===== src/rtl/common_fifo_ptr_wrap.sv =====
// Wrap-at-DEPTH-1 pointer register for the DFF-RAM FIFO controller.
// Reset dominates the synchronous clear, which dominates the increment.
module common_fifo_ptr_wrap #(
   parameter int DEPTH = 4,
   localparam int PW = $clog2(DEPTH)
) (
   input  logic          clk,
   input  logic          reset,
   input  logic          clr,
   input  logic          inc,
   output logic [PW-1:0] ptr
);

   localparam logic [PW-1:0] LAST = PW'(DEPTH - 1);

   logic [PW-1:0] ptr_nxt;

   // explicit compare so non-power-of-two depths wrap correctly
   always_comb begin
      ptr_nxt = ptr + PW'(1);
      if (ptr == LAST) begin
         ptr_nxt = '0;
      end
   end

   always_ff @(posedge clk) begin
      if (!reset) begin
         ptr <= '0;
      end else if (clr) begin
         ptr <= '0;
      end else if (inc) begin
         ptr <= ptr_nxt;
      end
   end

endmodule


===== src/rtl/common_dffram_fifo_ctrl.sv =====
// FWFT FIFO controller in front of a 1W/1R-comb DFF RAM; holds no storage.
// Optional macro COMMON_DFFRAM_FIFO_CTRL_BYPASS_EN enables empty pass-through.
module common_dffram_fifo_ctrl #(
   parameter int FIFO_DEPTH = 4,
   parameter int DATA_WIDTH = 8,
   localparam int PTR_WIDTH = $clog2(FIFO_DEPTH),
   localparam int CNT_WIDTH = $clog2(FIFO_DEPTH + 1)
) (
   input  logic                  clk,
   input  logic                  reset,
   input  logic                  flush,
   input  logic                  in_valid,
   output logic                  in_ready,
   input  logic [DATA_WIDTH-1:0] in_data,
   output logic                  out_valid,
   input  logic                  out_ready,
   output logic [DATA_WIDTH-1:0] out_data,
   output logic [CNT_WIDTH-1:0]  count,
   output logic [PTR_WIDTH-1:0]  ram_addra,
   output logic                  ram_ena,
   output logic                  ram_wea,
   output logic [DATA_WIDTH-1:0] ram_dina,
   output logic [PTR_WIDTH-1:0]  ram_addrb,
   input  logic [DATA_WIDTH-1:0] ram_doutb
);

   localparam logic [CNT_WIDTH-1:0] FULL = CNT_WIDTH'(FIFO_DEPTH);

   logic empty;
   logic push;
   logic pop;
   logic bypass;
   logic wr_inc;
   logic rd_inc;
   logic [PTR_WIDTH-1:0] wptr;
   logic [PTR_WIDTH-1:0] rptr;

   assign empty    = (count == '0);
   assign in_ready = (count != FULL);

`ifdef COMMON_DFFRAM_FIFO_CTRL_BYPASS_EN
   assign bypass    = empty & in_valid & out_ready;
   assign out_valid = ~empty | in_valid;
   assign out_data  = empty ? in_data : ram_doutb;
`else
   assign bypass    = 1'b0;
   assign out_valid = ~empty;
   assign out_data  = ram_doutb;
`endif

   assign push = in_valid & in_ready;
   assign pop  = out_valid & out_ready;

   // a pass-through word never touches storage or state
   assign wr_inc = push & ~bypass & ~flush;
   assign rd_inc = pop & ~bypass & ~flush;

   assign ram_addra = wptr;
   assign ram_addrb = rptr;
   assign ram_ena   = wr_inc;
   assign ram_wea   = 1'b1;
   assign ram_dina  = in_data;

   common_fifo_ptr_wrap #(
      .DEPTH (FIFO_DEPTH)
   ) u_wptr (
      .clk   (clk),
      .reset (reset),
      .clr   (flush),
      .inc   (wr_inc),
      .ptr   (wptr)
   );

   common_fifo_ptr_wrap #(
      .DEPTH (FIFO_DEPTH)
   ) u_rptr (
      .clk   (clk),
      .reset (reset),
      .clr   (flush),
      .inc   (rd_inc),
      .ptr   (rptr)
   );

   always_ff @(posedge clk) begin
      if (!reset) begin
         count <= '0;
      end else if (flush) begin
         count <= '0;
      end else if (wr_inc & ~rd_inc) begin
         count <= count + CNT_WIDTH'(1);
      end else if (rd_inc & ~wr_inc) begin
         count <= count - CNT_WIDTH'(1);
      end
   end

endmodule


===== config.mk =====
export PLATFORM = sky130hd
export DESIGN_NAME = common_dffram_fifo_ctrl
export DESIGN_NICKNAME = d
export VERILOG_FILES = /design/src/rtl/common_fifo_ptr_wrap.sv /design/src/rtl/common_dffram_fifo_ctrl.sv
export SDC_FILE = /design/constraint.sdc
export NUM_CORES = 1
export LEC_CHECK = 0
export CAP_MARGIN = 20
export CELL_PAD_IN_SITES_DETAIL_PLACEMENT = 0
export CELL_PAD_IN_SITES_GLOBAL_PLACEMENT = 2
export CORE_MARGIN = 10
export CORE_UTILIZATION = 13
export CTS_CLUSTER_SIZE = 25
export DETAILED_ROUTE_END_ITERATION = 10
export GPL_TIMING_DRIVEN = 0
export HOLD_SLACK_MARGIN = 0.12
export PLACE_DENSITY_LB_ADDON = 0.1
export SETUP_SLACK_MARGIN = 0.3
export SYNTH_ARGS = -nofsm -noshare
export SYNTH_HDL_FRONTEND = slang
export SYNTH_SLANG_ARGS = --single-unit

===== constraint.sdc =====
create_clock -name clk -period 1.9 [get_ports clk]
set_input_delay 0.38 -clock clk [delete_from_list [all_inputs] [get_ports clk]]
set_output_delay 0.38 -clock clk [all_outputs]
set_load 0.03 [all_outputs]

==> flow_summary.yaml, run 1 <==
status:
  outcome: "finished with violations"
  violations: "negative setup slack"
die:
  ios: 48
  die_y_um: 83.66
  start_util_pct: 13.26
  core_area_mm2: 0.003971
  die-width_um: 83.66
  rows: 23
  die-area_mm2: 0.006998
placed_design:
  detailed_place_hpwl_mm: 1.481
  place_inst: 138
  port_buffers: 30
  pre_cts_slack_ns: -0.5519
  place_congestion: 0.6950
  placed_area_um2: 924.6
power_and_ir_drop:
  ir_drop_mv: 0.2043
  p_per_area_mw_per_mm2: 568.7
  p_leak_nw: 0.5020
yosys:
  synth_warnings: 0
  synth_cell_types: 22
  syn_inst: 58
  synth-edff-count: 0
  async_reset_ff_share_pct: 0
  syn_nets: 83
  yosysMostFrequentCell: "buf_4"
  avgSynthCellArea_um2: 9.082
  synthTopCellsByArea: "dfxtp_1 (27%), buf_4 (24%), ha_1 (7.1%)"
  synth.cell_area_um2: 526.8
  synth_top_cell_by_area: "dfxtp_1"
  yosysTopAreaCellShare_pct: 26.60
  ys_seq_area_share_pct: 26.60
  synth_ff_type: "dfxtp_1"
  synth-seq-cells: 7
  ys_top_cells_by_count: "buf_4 (17), dfxtp_1 (7), nand2_1 (5)"
clock_network:
  cts_tree: "yes"
  clk_path_buf_depth: 2
  htree_levels: 1
  cts_buffers: 3
  cts.sinks: 7
  cts_root_buffer: "clkbuf_8"
  path_clk_slew_ns: 0.04
  clk_latency_ns: 0.23
worst_setup_path:
  crit_type: "reg2reg"
  worstPathMaxFanout: 3
  critPathArrivalTime_ns: 2.12
  startpoint_type: "flop"
  cp_data_required_time_ns: 2.05
  end_kind: "flop"
  reg2reg_depth: 8
sta:
  hold_viol: 0
  rsz0062_at_grt: "yes"
  setup_viol: 1
  period_share_pct: 103.5
  fmax_mhz: 508.5
  fin_ws_ns: -0.06645
  finClkSkew_ns: 0.002438
  whs_ns: 0.4767
  period_minus_slack_ns: 1.966
  slew_viol_final: 0
route:
  drtPass1Iterations: 4
  drc: 0
  vias: 523
  initialDrtViolationCount: 34
  wl_mm: 1.697
  ant_nets: 0
  viasPerCell: 3.441
  wl_per_cell_um: 11.16
global_routing:
  antenna_found_initial: 0
  grt_pass1_wl_mm: 2.884
  grt.overflow.total: 0
  track_usage_pct: 5.145
  grt_max_degree: 8
  grt_pass1_vias: 588
min_path:
  hp-class: "reg2reg"
  hold_depth: 2
final_layout:
  layout.nets: 128
  num-fill-cells: 447
  drive_gt1_share_pct: 44.12
  regArea_um2: 151.4
  final_cells: 152
  area_growth_syn_to_layout_pct: 95.49
  fin_area_mm2: 0.001030
  n_antenna_cell: 0
  multi_input_area_um2: 279.0
flow_run:
  max-cap-violations: 0
per-stage QoR:
stage / setup TNS (ns) / total power, mW / utilization, %
floorplan: -0.2839 / 0.2919 / -
global placement: -1.371 / 0.3669 / 23.28
detailed placement: -1.435 / 0.3664 / 23.28
CTS: -0.08102 / 0.5912 / 25.30
global route: -0.1555 / 0.6169 / 25.93
finish: -0.06645 / 0.5856 / 25.93
cell usage in the layout, fill, tap and decap left out, types with 2 or more instances in the layout:
cell type and count:
o21ai_2 2, nand2_1 5, buf_4 27, dfxtp_1 4, nand4_1 2, dfxtp_4 3
clkbuf_8 3, nor2_1 3, dlygate4sd2_1 9, clkdlybuf4s50_1 19, xor2_1 2, ha_1 2
mux2i_1 3, or3_1 2
kinds of logic after synthesis:
group / after synthesis / synth area share, %
multiplexers: 3 / 5.701
adder cells (fa/ha/maj): 4 / 10.93
other: 1 / 0.7119
XOR/XNOR: 2 / 3.326
buffers and inverters: 18 / 24.94
AND/OR/NAND/NOR: 19 / 22.57
AO/OA/AOI/OAI: 4 / 5.224
flip-flops: 7 / 26.60
where the power goes:
part | total, mW | switching, mW | internal [mW]
sequential | 0.155 | 0.00428 | 0.150
combinational | 0.216 | 0.107 | 0.110
clock | 0.215 | 0.0691 | 0.146
total | 0.586 | 0.180 | 0.406
what timing repair did:
action | in CTS | in global routing
hold buffers | 0 | 0
gates resized for setup | 15 | 6
buffers inserted | 7 | 3
pin swaps | 3 | 1
setup endpoints to repair | 13 | 6
sequential cells by signal, indices dropped and copies added, names as in the netlist:
register,flops
u_wptr.ptr,2
count,3
u_rptr.ptr,2
final cells by class:
class,count,share of cell area [%]
repair buffers,40,34.99
multi-input cells,33,27.10
flip-flops and latches,7,14.70
inverters,1,0.3645
well taps,50,6.075
plain buffers,17,12.39
clock buffers,4,4.374
path summary, 6_finish.rpt:
kind | from | to | slack (ns)
setup / recovery | count[1] | count[2] | -0.07
hold / removal | u_wptr.ptr[1] | u_wptr.ptr[1] | 0.48
hold reg to reg | u_wptr.ptr[1] | u_wptr.ptr[1] | 0.48
setup reg to reg | count[1] | count[2] | -0.07
routing by layer:
layer / routed length, um / global-route usage [%] / up-vias
met1: 602 / 4.603 / 229
li1: - / - / 263
met4: 0 / 1.370 / 0
met3: 272 / 4.785 / 0
met2: 822 / 8.293 / 31
met5: 0 / 0 / -
critical path, stage by stage, from the launching register on:
cell and delay (ns):
dfxtp_4 0.34, or3_4 0.40, nand3b_4 0.10, ha_4 0.14, inv_2 0.03, fa_2 0.32
xor2_1 0.15, or3_1 0.30, a21oi_1 0.11
No activity file was read; power rests on OpenSTA's default activity.
==> run 2: changes to the inputs <==
- CELL_PAD_IN_SITES_DETAIL_PLACEMENT: 0 -> 2
- CORE_UTILIZATION: 13 -> 16
- clock period: 1.9 -> 2.29 ns (I/O delays scaled with it)
==> run 2 against run 1 <==
  * The flow now finishes without violations
  * Clock skew increased by 0.0018 ns
  * Via count decreased by 0.19%
  * Core utilization increased by 6.0 points
  * Largest cell class unchanged
  * Fmax decreased by 4.5%
  * Register-to-register slack improved by 0.30 ns
  * Non-clock buffer count decreased by 2
==> flow_summary.yaml, run 2 (synthesis gave the netlist of run 1 again) <==
global_routing:
  grt_pass1_vias: 597
  grt_max_degree: 8
  antenna_found_initial: 0
  grt.overflow.total: 0
  grt_pass1_wl_mm: 3.029
  track_usage_pct: 6.172
sta:
  period_share_pct: 89.92
  whs_ns: 0.4858
  period_minus_slack_ns: 2.059
  fin_ws_ns: 0.2308
  setup_viol: 0
  fmax_mhz: 485.6
  finClkSkew_ns: 0.004202
  slew_viol_final: 0
  hold_viol: 0
  tightest_slew_ns: 0.5233
  setup_tns_ns: 0
  rsz0062_at_grt: "yes"
  relSlewSlack_pct: 65.04
clock_network:
  cts_tree: "yes"
  path_clk_slew_ns: 0.06
  cts.sinks: 7
  cts_root_buffer: "clkbuf_4"
  htree_levels: 1
  clk_path_buf_depth: 2
  cts_buffers: 3
  clk_latency_ns: 0.26
worst_setup_path:
  crit_type: "reg2reg"
  r2r-start: "count[1]"
  critPathSlowestCell: "or3_4"
  r2r_setup_slack_ns: 0.23
  cp_data_required_time_ns: 2.47
  startpoint_type: "flop"
  critPathArrivalTime_ns: 2.24
  timing.rr.end: "count[2]"
  max_stage_delay_ns: 0.38
  end_kind: "flop"
  cp.buffers_inverters: 1
  reg2reg_depth: 8
  worstPathMaxFanout: 3
  crit_chain: "or3_4 > nand3b_4 > ha_4 > inv_2 > fa_2 > xor2_1 > or3_1 > a21oi_1"
  cp_top_family: "simple AND/OR/NAND/NOR gates"
die:
  die_y_um: 77.38
  die-area_mm2: 0.005987
  rows: 20
  start_util_pct: 16.98
  core_area_mm2: 0.003103
  ios: 48
  die-width_um: 77.38
final_layout:
  n_antenna_cell: 0
  top_regs: "count x3, u_rptr.ptr x2, u_wptr.ptr x2"
  num-fill-cells: 380
  largest-register: "count"
  final_cell_mix: "buf_4 (25), clkdlybuf4s50_1 (25), nand2_1 (5)"
  area_growth_syn_to_layout_pct: 88.36
  multi_input_area_um2: 279.0
  drive_gt1_share_pct: 42.00
  regArea_um2: 148.9
  layout.nets: 126
  largest_reg_flops: 3
power_and_ir_drop:
  p_per_area_mw_per_mm2: 431.7
  p_leak_nw: 0.4563
  ir_drop_mv: 0.1615
route:
  drc: 0
  vias: 522
  wl_mm: 1.893
  ant_nets: 0
  drtPass1Iterations: 4
  initialDrtViolationCount: 8
  wl_per_cell_um: 13.15
  viasPerCell: 3.625
min_path:
  hold_depth: 2
  hp-start: "u_wptr.ptr[1]"
  min_to: "u_wptr.ptr[1]"
  hp-class: "reg2reg"
placed_design:
  pre_cts_slack_ns: -0.2494
  place_congestion: 0.6545
  port_buffers: 30
  detailed_place_hpwl_mm: 1.636
flow_run:
  max-cap-violations: 0
status:
  outcome: "finished, final reports clean"
## run 2: layout make-up
| class | count | area share [%] |
|---|---|---|
| multi-input combinational | 33 | 28.12 |
| clock buffer | 4 | 2.648 |
| sequential | 7 | 15.01 |
| tap | 44 | 5.549 |
| buffer | 17 | 12.86 |
| inverter | 1 | 0.3783 |
| timing repair buffer | 38 | 35.44 |
## run 2: report_power, final
group / leakage (nW) / internal (mW) / switching [mW] / total [mW]
logic: 0.383 / 0.0906 / 0.0891 / 0.180
registers: 0.0587 / 0.125 / 0.00444 / 0.129
clock network: 0.0150 / 0.0670 / 0.0523 / 0.119
## run 2: how the worst max path moves through the flow
stage	from	endpoint	slack, ns	cells after the start
floorplan	count[1]	count[2]	0.20	8
global placement	flush	count[2]	-0.25	9
detailed placement	flush	count[2]	-0.25	9
CTS	count[1]	count[2]	0.20	8
global route	count[2]	count[2]	0.14	8
finish	count[1]	count[2]	0.23	8
## run 2: timing repair
action / in CTS / in global routing
pin swaps: 7 / 2
hold buffers: 0 / 0
setup buffers: 8 / 0
setup endpoints to repair: 5 / 3
resized for setup: 7 / 2
## run 2: stage by stage
stage	util, %	area, um2	total power [mW]	std cells
floorplan	-	559.3	0.2425	58
global placement	29.48	914.6	0.3044	132
detailed placement	29.48	914.6	0.3066	132
CTS	32.10	996.0	0.4413	144
global route	31.98	992.2	0.4602	144
finish	31.98	992.2	0.4284	144
## run 2: per-layer routing
metal  GRT usage (%)  routed length [um]
met1           6.017                 738
met2           10.87                 951
met3           4.378                 203
met4          0.5474                   0
met5               0                   0
## run 2: worst register-to-register path, stage by stage, from the launching register on
cell and delay (ns):
dfxtp_4 0.34, or3_4 0.38, nand3b_4 0.10, ha_4 0.13, inv_2 0.04, fa_2 0.34
xor2_1 0.17, or3_1 0.35, a21oi_1 0.12
